[src/rtl/traffic_sensor_cond.sv]
`default_nettype none
// ============================================================================
//  Module   : traffic_sensor_cond
//  Purpose  : Synchronizes, debounces and holds the two street detectors,
//             producing occupancy flags Ta/Tb and saturating vehicle counts.
//  Revision : 1.0  initial release
// ============================================================================
module traffic_sensor_cond #(
    parameter int DEB_CYCLES  = 4,
    parameter int HOLD_CYCLES = 1000,
    parameter int CNT_W       = 8
) (
    input  logic             clk,
    input  logic             rst,
    input  logic             sa_raw,
    input  logic             sb_raw,
    input  logic             clr_cnt,
    output logic             Ta,
    output logic             Tb,
    output logic [CNT_W-1:0] cnt_a,
    output logic [CNT_W-1:0] cnt_b
);

    localparam int c_DEB_W  = (DEB_CYCLES  > 1) ? $clog2(DEB_CYCLES)  : 1;
    localparam int c_HOLD_W = (HOLD_CYCLES > 1) ? $clog2(HOLD_CYCLES) : 1;

    localparam logic [c_DEB_W-1:0]  c_DEB_LAST  = c_DEB_W'(DEB_CYCLES - 1);
    localparam logic [c_HOLD_W-1:0] c_HOLD_LAST = c_HOLD_W'(HOLD_CYCLES - 1);
    localparam logic [CNT_W-1:0]    c_CNT_MAX   = '1;

    localparam logic [1:0] c_IDLE = 2'd0;
    localparam logic [1:0] c_ARM  = 2'd1;
    localparam logic [1:0] c_OCC  = 2'd2;
    localparam logic [1:0] c_HOLD = 2'd3;

    logic [1:0]       w_raw;
    logic [1:0]       w_flag;
    logic [CNT_W-1:0] w_cnt [2];

    assign w_raw = {sb_raw, sa_raw};

    generate
        for (genvar g = 0; g < 2; g++) begin : g_chan
            logic                r_sync1;
            logic                r_sync2;
            logic [1:0]          r_state;
            logic [c_DEB_W-1:0]  r_deb;
            logic [c_HOLD_W-1:0] r_hold;
            logic                r_flag;
            logic [CNT_W-1:0]    r_cnt;
            logic                w_inc;

            always_ff @(posedge clk or posedge rst) begin
                if (rst) begin
                    r_sync1 <= 1'b0;
                    r_sync2 <= 1'b0;
                end else begin
                    r_sync1 <= w_raw[g];
                    r_sync2 <= r_sync1;
                end
            end

            // A fresh vehicle is an OCC entry from IDLE or ARM, never from HOLD.
            assign w_inc = r_sync2 &
                           (((r_state == c_IDLE) && (DEB_CYCLES == 1)) ||
                            ((r_state == c_ARM) && (r_deb == c_DEB_LAST)));

            // The flag is set alongside the state so it rises on the OCC entry edge.
            always_ff @(posedge clk or posedge rst) begin
                if (rst) begin
                    r_state <= c_IDLE;
                    r_deb   <= '0;
                    r_hold  <= '0;
                    r_flag  <= 1'b0;
                end else begin
                    case (r_state)
                        c_IDLE: begin
                            r_deb <= '0;
                            if (r_sync2) begin
                                if (DEB_CYCLES == 1) begin
                                    r_state <= c_OCC;
                                    r_flag  <= 1'b1;
                                end else begin
                                    r_state <= c_ARM;
                                    r_deb   <= c_DEB_W'(1);
                                end
                            end
                        end
                        c_ARM: begin
                            if (!r_sync2) begin
                                r_state <= c_IDLE;
                                r_deb   <= '0;
                            end else if (r_deb == c_DEB_LAST) begin
                                r_state <= c_OCC;
                                r_flag  <= 1'b1;
                            end else begin
                                r_deb <= r_deb + c_DEB_W'(1);
                            end
                        end
                        c_OCC: begin
                            if (!r_sync2) begin
                                r_state <= c_HOLD;
                                r_hold  <= '0;
                            end
                        end
                        default: begin
                            // Leaves on the sample where the count already
                            // reads HOLD_CYCLES-1: HOLD_CYCLES cycles in HOLD.
                            if (r_sync2) begin
                                r_state <= c_OCC;
                            end else if (r_hold == c_HOLD_LAST) begin
                                r_state <= c_IDLE;
                                r_flag  <= 1'b0;
                                r_deb   <= '0;
                            end else begin
                                r_hold <= r_hold + c_HOLD_W'(1);
                            end
                        end
                    endcase
                end
            end

            // A clear coinciding with a new vehicle keeps that vehicle.
            always_ff @(posedge clk or posedge rst) begin
                if (rst) begin
                    r_cnt <= '0;
                end else if (clr_cnt) begin
                    r_cnt <= w_inc ? CNT_W'(1) : '0;
                end else if (w_inc && (r_cnt != c_CNT_MAX)) begin
                    r_cnt <= r_cnt + CNT_W'(1);
                end
            end

            assign w_flag[g] = r_flag;
            assign w_cnt[g]  = r_cnt;
        end
    endgenerate

    assign Ta    = w_flag[0];
    assign Tb    = w_flag[1];
    assign cnt_a = w_cnt[0];
    assign cnt_b = w_cnt[1];

endmodule
`default_nettype wire

[config.mk]
export PLATFORM = sky130hd
export DESIGN_NAME = traffic_sensor_cond
export DESIGN_NICKNAME = d
export VERILOG_FILES = /design/src/rtl/traffic_sensor_cond.sv
export SDC_FILE = /design/constraint.sdc
export NUM_CORES = 1
export LEC_CHECK = 0
export ABC_AREA = 1
export ABC_CLOCK_PERIOD_IN_PS = 2900
export BUFFER_PORTS_ARGS = -buffer_cell sky130_fd_sc_hd__buf_2
export CAP_MARGIN = 20
export CORE_MARGIN = 2
export CORE_UTILIZATION = 44
export CTS_BUF_LIST = sky130_fd_sc_hd__clkbuf_4 sky130_fd_sc_hd__clkbuf_8
export DETAILED_ROUTE_END_ITERATION = 8
export SLEW_MARGIN = 20
export SYNTH_ARGS = -nofsm -noshare
export SYNTH_HDL_FRONTEND = slang
export SYNTH_SLANG_ARGS = --single-unit
[constraint.sdc]
create_clock -name clk -period 2.9 [get_ports clk]
set_input_delay 0.58 -clock clk [delete_from_list [all_inputs] [get_ports clk]]
set_output_delay 0.58 -clock clk [all_outputs]
set_load 0.01 [all_outputs]
==> summary.md, run 1 <==
| Metric | Value |
|---|---|
| Top delay family on crit path | simple AND/OR/NAND/NOR gates |
| Pre-CTS setup slack | between 1 and 1.5 ns |
| PostCTS Resize Cnt | 0 |
| Top cells by area, synth | dfrtp_1 39%, nand2_1 15%, nand3_1 7.2% |
| Maximum root-to-sink buffer count | 2 |
| CP max stage cell | dfrtp_1 |
| Max stage delay on crit path | 0.42 ns |
| First-pass DRT Iterations | 4 |
| Hold Path Class | primary input to async pin |
| Worst slew margin | 0.612 |
| Largest net degree at the start of global routing | 28 |
| Root Buffer | clkbuf_8 |
| Post-synth top area cell | dfrtp_1 |
| Synth Cell Area | around 3200 sq um |
| Antenna Cells | 0 |
| Worst Clk Skew | 0.00956 ns |
| Ratio of final minimum period to clock period | 0.527 |
| Total wire length | 6090 um |
| DIE AREA | just under 8000 sq um |
| CORE AREA | 7140 sq um |
| Grt total ovfl | 0 |
| Peak VDD IR | 0.358 mV |
| H-tree depth | 2 |
| Startpoint type of the worst setup path | flop |
| Initial Util | 0.446 |
| Status | completed |
| R2r setup slk | around 1.4 ns |
| Largest fanout on the critical path | 8 |
| CTS Hold Bufs | 0 |
| Critical Path End Type | flop |
| Ys Warns | 0 |
| Die height | 89.1 um |
| CTS Buf Count | 5 |
| Post-synth cell types | 34 |
| Row count | 31 |
| RSZ-0062 raised after global routing | no |
| All-layer global routing usage | 0.173 |
| Pins Over Slew Limit | 0 |
| Ys async rst share | 1.00 |
| Drt wl/cell | roughly 11 um |
| I/O pin total | 23 |
| Setup Fix Bufs, Post-CTS | 0 |
| Pwr per Cell Area | between 500 and 600 nW/um^2 |
| Cell repeated most along the worst path | nand2_1 |
| Worst path required time | approximately 3.1 ns |
| Fmax | 0.654 GHz |
| Final min period | 1.53 ns |
| DRC Markers | 0 |
| Most common cell after layout, fill and taps aside | nand2_1 |
| Top cell type's share of synthesized area | 0.393 |
| Nets | 469 |
| First-pass GRT wire length | ~11000 um |
| GP Congestion | 0.797 |
| CP Cell Sequence | ha_1 > nand2_1 > inv_1 > nand3_1 > nor2_2 > nor2_4 > nor2_4 > nand2_1 > nand2_1 |
| Hpwl dp | about 4400 um |
| Critical path type | flop to flop |
| 1st-iter DRT viols | 111 |
| Leakage | about 1.8 nW |
| # Max-Cap Violations | 0 |
| Crit path buffers/inverters | 1 |
| Fin. Hold Viols | 0 |
| Vias/cell | 4.77 |
| Setup violations, final | 0 |
| Layout cells sized above 1 | 0.166 |
| TNS Setup | 0 ns |
| CTS Sinks | 50 |
| Die X | 89.1 um |
| DRT antenna net count | 0 |
| Reg2reg start | cnt_b[0]$_DFFE_PP0P_ |
| FF+latch count, synth | 50 |
| Later-pin clock latency in the skew report | 0.30 ns |
| Synth Instances | 430 |
| CTS tree | built |
| Most frequent cells in the layout | 127 x nand2_1, 50 x dfrtp_1, 46 x inv_1, 46 x nand3_1, 43 x nor2_1 |
| Number of global-route vias before repair | 2457 |
| Synth Flop Type | dfrtp_1 |
| Worst-Margin Slew | about 0.58 ns |
| Reg2reg end | cnt_b[1]$_DFFE_PP0P_ |
| Port bufs | 22 |
| Area grow syn2layout | 8.33% |
| Seq/Total Area, Yosys | 0.393 |
| Syn Nets | approximately 450 |
| Routed vias | between 2000 and 3000 |
| R2R cell count | 9 |
| Initial antenna violation count | 0 |
| CP Data Arrival Time | 1.77 ns |
| Min setup slack post-route | between 1 and 1.5 ns |
| Avg Inst Size Synth | approximately 7.4 sq um |
| Number of synthesized flops with an enable pin | 0 |
| Clock-pin transition on the worst setup and hold timing paths | 0.09 ns |
[state kept, by name, indices dropped and copies added (netlist names), named ones only]
name            flops
Ta                  1
Tb                  1
cnt_a               8
cnt_b               8
g_chan.r_deb        4
g_chan.r_hold      20
g_chan.r_state      2
g_chan.r_sync1      2
g_chan.r_sync2      2
[metal layers]
layer	vias to the layer above	part of all wire	track usage
li1	1415	-	-
met1	1171	0.53	0.247
met2	39	0.43	0.273
met3	6	0.029	0.0295
met4	0	0.012	0.0448
met5	-	0	0
[worst max path at each step]
stage | from | end | depth (start not counted)
after floorplan | rst | Ta$_DFFE_PP0P_ | 1
after global placement | clr_cnt | cnt_a[0]$_DFFE_PP0P_ | 5
after detailed placement | g_chan[0].r_state[0]$_DFFE_PP0P_ | Ta$_DFFE_PP0P_ | 6
after CTS | flop | Ta$_DFFE_PP0P_ | 7
after global routing | cnt_b[0]$_DFFE_PP0P_ | cnt_b[7]$_DFFE_PP0P_ | 9
final | cnt_b[0]$_DFFE_PP0P_ | cnt_b[1]$_DFFE_PP0P_ | 9
[power breakdown]
| part | switching (W) | internal (W) |
|---|---|---|
| combinational | 0.000468 | 0.000243 |
| clock | 0.000225 | 0.000175 |
| sequential | 0.000142 | 0.000808 |
[synth_stat cells (all sizes together), types with 3 or more instances]
cell / number
nand3: 49
inv: 54
nand4: 16
nor3: 3
nand2: 141
a21oi: 4
ha: 12
nor2: 50
dfrtp: 50
xnor2: 3
nand3b: 4
xor2: 5
o21ai: 26
buf: 8
[cell type report]
type,instances,area (sq um)
Clock inverter,1,7.51
Multi-Input combinational cell,316,1650
Clock buffer,6,76.3
Inverter,55,216
Timing Repair Buffer,24,125
Fill cell,743,3690
Tap cell,99,124
Sequential cell,50,1250
[per-stage QoR]
stage                     hold WS [ns]  cell area (sq um)  power, W  cells  utilization
after CTS                        0.343               3450   0.00210    551        0.484
after floorplan                  0.331               3190   0.00158    430            -
after global routing             0.366               3450   0.00226    551        0.484
after global placement           0.334               3370   0.00167    544        0.472
after detailed placement         0.337               3370   0.00168    544        0.472
final                            0.326               3450   0.00206    551        0.484
[cells by family (layout without fill, tap and decap cells)]
kind of cell               Yosys count  after routing  share of synthesized area
and+or+nand+nor                    265            265                      0.388
buffers and inverters               64             86                     0.0892
adders and majority gates           12             12                     0.0471
AOI/OAI and AO/OA                   31             31                     0.0613
DFF                                 50             50                      0.393
xor gates and xnor gates             8              8                     0.0220
Note: power is estimated with default switching activity, not from simulation.
==> run 2: changes to the inputs <==
- ABC_CLOCK_PERIOD_IN_PS: 2900 -> 1600
- clock period: 2.9 -> 1.6 ns (I/O delays scaled with it)
==> summary.md, run 2 (same netlist as run 1, synthesis figures left out) <==
| Metric | Value |
|---|---|
| Later-pin clock latency in the skew report | 0.31 ns |
| CP Cell Sequence | ha_1 > nand2_1 > nor2_1 > a21oi_4 > nor2_4 > nand2_1 > nand2_1 |
| Worst Clk Skew | roughly 0.010 ns |
| Maximum root-to-sink buffer count | 2 |
| Critical path type | flop to flop |
| Largest fanout on the critical path | 8 |
| Total wire length | 6380 um |
| Top delay family on crit path | flip-flops |
| Layout cells sized above 1 | 0.209 |
| Critical Path End Type | flop |
| Hold Path Class | primary input to flop |
| Placed cell area | about 3500 sq um |
| Cell repeated most along the worst path | nand2_1 |
| 1st-iter DRT viols | 142 |
| Grt total ovfl | 0 |
| Hpwl dp | 4620 um |
| Status | completed |
| Leakage | 1.90 nW |
| Port bufs | 22 |
| Setup violations, final | 0 |
| Nets | 485 |
| Max reg flops | 20 |
| DRC Markers | 0 |
| Number of global-route vias before repair | 2574 |
| H-tree depth | 2 |
| Max stage delay on crit path | around 0.44 ns |
| # Max-Cap Violations | 0 |
| Largest Register | g_chan.r_hold |
| Startpoint type of the worst setup path | flop |
| Fmax | 0.671 GHz |
| Initial Util | 0.446 |
| Ratio of final minimum period to clock period | 0.931 |
| CP Data Arrival Time | ~1.7 ns |
| Crit path buffers/inverters | 0 |
| Finished Cell Area | 3620 sq um |
| Pins Over Slew Limit | 0 |
| Largest net degree at the start of global routing | 37 |
| First-pass GRT wire length | 11400 um |
| Clock-pin transition on the worst setup and hold timing paths | 0.09 ns |
| All-layer global routing usage | 0.178 |
| Pwr per Cell Area | about 1100 nW/um^2 |
| Worst-Margin Slew | 0.354 ns |
| Vias/cell | 4.84 |
| Worst path required time | 1.80 ns |
| CP max stage cell | dfrtp_1 |
| Most common cell after layout, fill and taps aside | nand2_1 |
| Die height | between 80 and 90 um |
| I/O pin total | 23 |
| Root Buffer | clkbuf_8 |
| CTS Buf Count | 5 |
| Initial antenna violation count | 0 |
| Final min period | 1.49 ns |
| Row count | 31 |
| DRT antenna net count | 0 |
| Most frequent cells in the layout | 126 x nand2_1, 49 x dfrtp_1, 46 x inv_1 |
| CTS tree | built |
| Antenna Cells | 0 |
| GP Congestion | 0.818 |
| Area grow syn2layout | 13.7% |
| Fin. Hold Viols | 0 |
| Worst slew margin | 0.764 |
| First-pass DRT Iterations | 4 |
| Peak VDD IR | a little over 0.8 mV |
| CTS Sinks | 50 |
| Die X | a little under 90 um |
| DIE AREA | 7940 sq um |
| CORE AREA | 7140 sq um |
| Drt wl/cell | 11.2 um |
| TNS Setup | 0 ns |
| Routed vias | 2747 |
## run 2: cell types whose count changed in the layout (fill, tap and decap cells not counted), sizes merged
cell and change:
buf +15, dlygate4sd3 +1
## run 2: through the flow
stage | std cells | utilization | hold WS, ns | worst slack [ns] | power (W)
after global routing | 567 | 0.508 | 0.0945 | -0.00534 | 0.00430
final | 567 | 0.508 | 0.111 | 0.111 | 0.00394
after detailed placement | 555 | 0.485 | 0.313 | 0.110 | 0.00316
after floorplan | 430 | - | 0.331 | 0.0788 | 0.00287
after CTS | 563 | 0.498 | 0.105 | 0.0832 | 0.00392
after global placement | 555 | 0.485 | 0.310 | 0.116 | 0.00315
## run 2: final timing paths
path                                              from                          end  slack [ns]  depth (start not counted)
setup / recovery                  cnt_a[0]$_DFFE_PP0P_         cnt_a[0]$_DFFE_PP0P_        0.11                          7
hold / removal                                  sb_raw  g_chan[1].r_sync1$_DFF_PP0_        0.11                          1
setup reg to reg                  cnt_a[0]$_DFFE_PP0P_         cnt_a[0]$_DFFE_PP0P_        0.11                          7
hold reg to reg            g_chan[0].r_sync1$_DFF_PP0_  g_chan[0].r_sync2$_DFF_PP0_        0.36                          0
max in group asynchronous                          rst               Ta$_DFFE_PP0P_        0.57                          4
min in group asynchronous                          rst  g_chan[1].r_sync2$_DFF_PP0_        0.52                          3
## run 2: per-layer routing
layer,share of wire,global-route usage,vias up
li1,-,-,1439
met1,0.52,0.254,1270
met2,0.44,0.281,30
met3,0.025,0.0277,8
met4,0.014,0.0516,0
met5,0,0,-
## run 2: layout make-up
cell class | instances | area, sq um
Clock buffer | 6 | 76.3
Clock inverter | 1 | 7.51
Fill cell | 734 | 3510
Inverter | 55 | 226
Multi-Input combinational cell | 316 | 1680
Sequential cell | 50 | 1250
Tap cell | 99 | 124
Timing Repair Buffer | 40 | 260
## run 2: where the power goes
| group | internal (W) | switching (W) |
|---|---|---|
| Clock | 0.000318 | 0.000422 |
| Combinational | 0.000563 | 0.000986 |
| Sequential | 0.00147 | 0.000181 |
| Total | 0.00235 | 0.00159 |
## run 2: what timing repair did
action / 4_1_cts / 5_1_grt
hold endpoints to repair: 14 / 0
hold buffers: 1 / 0
setup buffers: 0 / 4
gates resized for setup: 0 / 13
endpoints found under the setup margin: 0 / 25
==> run 3: changes to the inputs <==
- ABC_AREA: 1 -> unset
==> summary.md, run 3 <==
| Metric | Value |
|---|---|
| Clock-pin transition on the worst setup and hold timing paths | 0.10 ns |
| CTS Sinks | 50 |
| GP Congestion | 0.806 |
| I/O pin total | 23 |
| Top cells by area, synth | dfrtp_1 44%, ha_1 5.3%, nand2_1 3.9% |
| Crit path launch | g_chan[1].r_deb[1]$_DFFE_PP0P_ |
| Hold Path Class | primary input to async pin |
| Initial antenna violation count | 0 |
| Worst-Margin Slew | around 0.43 ns |
| Fill cell count | 565 |
| CP Data Arrival Time | 1.75 ns |
| Reg2reg end | cnt_b[5]$_DFFE_PP0P_ |
| Nets | 373 |
| Worst path required time | 1.80 ns |
| Ys async rst share | 1.00 |
| First-pass DRT Iterations | 4 |
| RSZ-0062 raised after global routing | yes |
| R2r setup slk | 0.05 ns |
| Reg2reg start | g_chan[1].r_deb[1]$_DFFE_PP0P_ |
| Layout cells sized above 1 | 0.280 |
| Status | completed |
| Largest net degree at the start of global routing | 34 |
| R2R cell count | 6 |
| Root Buffer | clkbuf_8 |
| DRT antenna net count | 0 |
| FF+latch count, synth | 50 |
| Most common cell after layout, fill and taps aside | dfrtp_1 |
| Ratio of final minimum period to clock period | 0.971 |
| Die X | 84.1 um |
| Later-pin clock latency in the skew report | 0.31 ns |
| Avg Inst Size Synth | 9.48 sq um |
| Port bufs | 22 |
| Post-synth cell types | 55 |
| Area grow syn2layout | 24.0% |
| Routed vias | around 2400 |
| Seq/Total Area, Yosys | 0.443 |
| CTS tree | built |
| Leakage | 1.62 nW |
| Die height | about 84 um |
| Placed cell count | 422 |
| Startpoint type of the worst setup path | flop |
| Grt total ovfl | 0 |
| Initial Util | 0.450 |
| Max reg flops | 20 |
| Maximum root-to-sink buffer count | 2 |
| Number of global-route vias before repair | 2370 |
| Pins Over Slew Limit | 0 |
| Worst Clk Skew | 0.0147 ns |
| Peak VDD IR | 0.412 mV |
| Hpwl dp | 4340 um |
| 1st-iter DRT viols | 145 |
| Post-synth top area cell | dfrtp_1 |
| Row count | 29 |
| Largest Register | g_chan.r_hold |
| Finished Cell Area | 3500 sq um |
| Final min period | 1.55 ns |
| DIE AREA | ~7100 sq um |
| Top cell type's share of synthesized area | 0.443 |
| Total wire length | 6170 um |
| CORE AREA | 6280 sq um |
| Syn Nets | 315 |
| Synth Flop Type | dfrtp_1 |
| Post-synth top cells | 50 x dfrtp_1, 29 x nand2_1, 22 x nor2_1 |
| Synth Instances | 298 |
| Setup violations, final | 0 |
| Drt wl/cell | around 14 um |
| Fin cells | 434 |
| Largest fanout on the critical path | 5 |
| Pwr per Cell Area | approximately 1100 nW/um^2 |
| Fin. Hold Viols | 0 |
| Most frequent cells in the layout | 50 x dfrtp_1, 44 x buf_4, 28 x nand2_1 |
| Antenna Cells | 0 |
| H-tree depth | 2 |
| Synth Cell Area | about 2800 sq um |
| Count leader, synth | dfrtp_1 |
| CTS Buf Count | 5 |
| DRC Markers | 0 |
| Number of synthesized flops with an enable pin | 0 |
| First-pass GRT wire length | 10600 um |
| Placed cell area | 3260 sq um |
| Fmax | around 0.64 GHz |
| # Max-Cap Violations | 0 |
| Ys Warns | 0 |
| Worst slew margin | 0.715 |
| Critical Path End Type | flop |
| All-layer global routing usage | 0.181 |
| Vias/cell | roughly 5.6 |
| Critical path type | flop to flop |
run 3: critical path: stages, from the launching register on:
cell and delay [ns]:
dfrtp_1 0.38, ha_1 0.24, nand4b_1 0.13, buf_4 0.19, nor4_2 0.30, xnor2_1 0.15, nor2_1 0.05
run 3: through the flow:
step / utilization / power (W) / hold WS [ns] / setup TNS (ns) / setup slack (ns)
6_report: 0.558 / 0.00374 / 0.0106 / 0 / 0.0457
3_5_place_dp: 0.520 / 0.00271 / 0.335 / 0 / 0.0119
2_1_floorplan: - / 0.00231 / 0.331 / 0 / 0.0191
4_1_cts: 0.540 / 0.00367 / 0.0174 / 0 / 0.0115
5_1_grt: 0.558 / 0.00401 / 0.0332 / -0.249 / -0.0325
3_3_place_gp: 0.520 / 0.00269 / 0.332 / -0.00240 / -0.00240
run 3: repair_timing:
item                       4_1_cts  5_1_grt
setup endpoints to repair        2       25
gates resized for setup          3       21
gates cloned                     0        0
hold buffers                     0        0
pin swaps                        0        6
setup buffers                    0        4
run 3: cell type report:
| class | count | area, sq um | share of cell area |
|---|---|---|---|
| Clock buffer | 6 | 76.3 | 0.0218 |
| Clock inverter | 2 | 37.5 | 0.0107 |
| Inverter | 14 | 52.6 | 0.0150 |
| Multi-Input combinational cell | 219 | 1550 | 0.442 |
| Sequential cell | 50 | 1250 | 0.357 |
| Tap cell | 77 | 96.3 | 0.0275 |
| Timing Repair Buffer | 66 | 440 | 0.126 |
run 3: where the power goes:
group          switching (W)  leakage, nW  internal [W]
sequential          0.000167        0.666       0.00142
clock               0.000439       0.0548      0.000484
combinational       0.000661        0.902      0.000573
total                0.00127         1.62       0.00248
run 3: cell families after synthesis:
family | count (synthesis) | synth area share
muxes | 8 | 0.0288
DFF | 50 | 0.443
adders and majority gates | 12 | 0.0531
buffers and inverters | 29 | 0.0425
and+or+nand+nor | 114 | 0.213
xor gates and xnor gates | 10 | 0.0310
AOI/OAI and AO/OA | 75 | 0.189
run 3: routing by layer:
layer / track usage / vias up / wire length [um] / share of wire
met5: 0 / - / 0 / 0
met4: 0.0499 / 0 / 70 / 0.011
met3: 0.0344 / 7 / 213 / 0.035
met2: 0.293 / 38 / 2900 / 0.47
met1: 0.250 / 1185 / 2990 / 0.48
li1: - / 1214 / - / -
run 3: worst max-delay path by stage:
stage	end	slack [ns]
floorplan	g_chan[1].r_deb[0]$_DFFE_PP0P_	0.02
global placement	cnt_b[3]$_DFFE_PP0P_	-0.002
detailed placement	cnt_b[3]$_DFFE_PP0P_	0.01
CTS	cnt_b[3]$_DFFE_PP0P_	0.01
global route	cnt_a[3]$_DFFE_PP0P_	-0.03
finish	cnt_b[5]$_DFFE_PP0P_	0.05
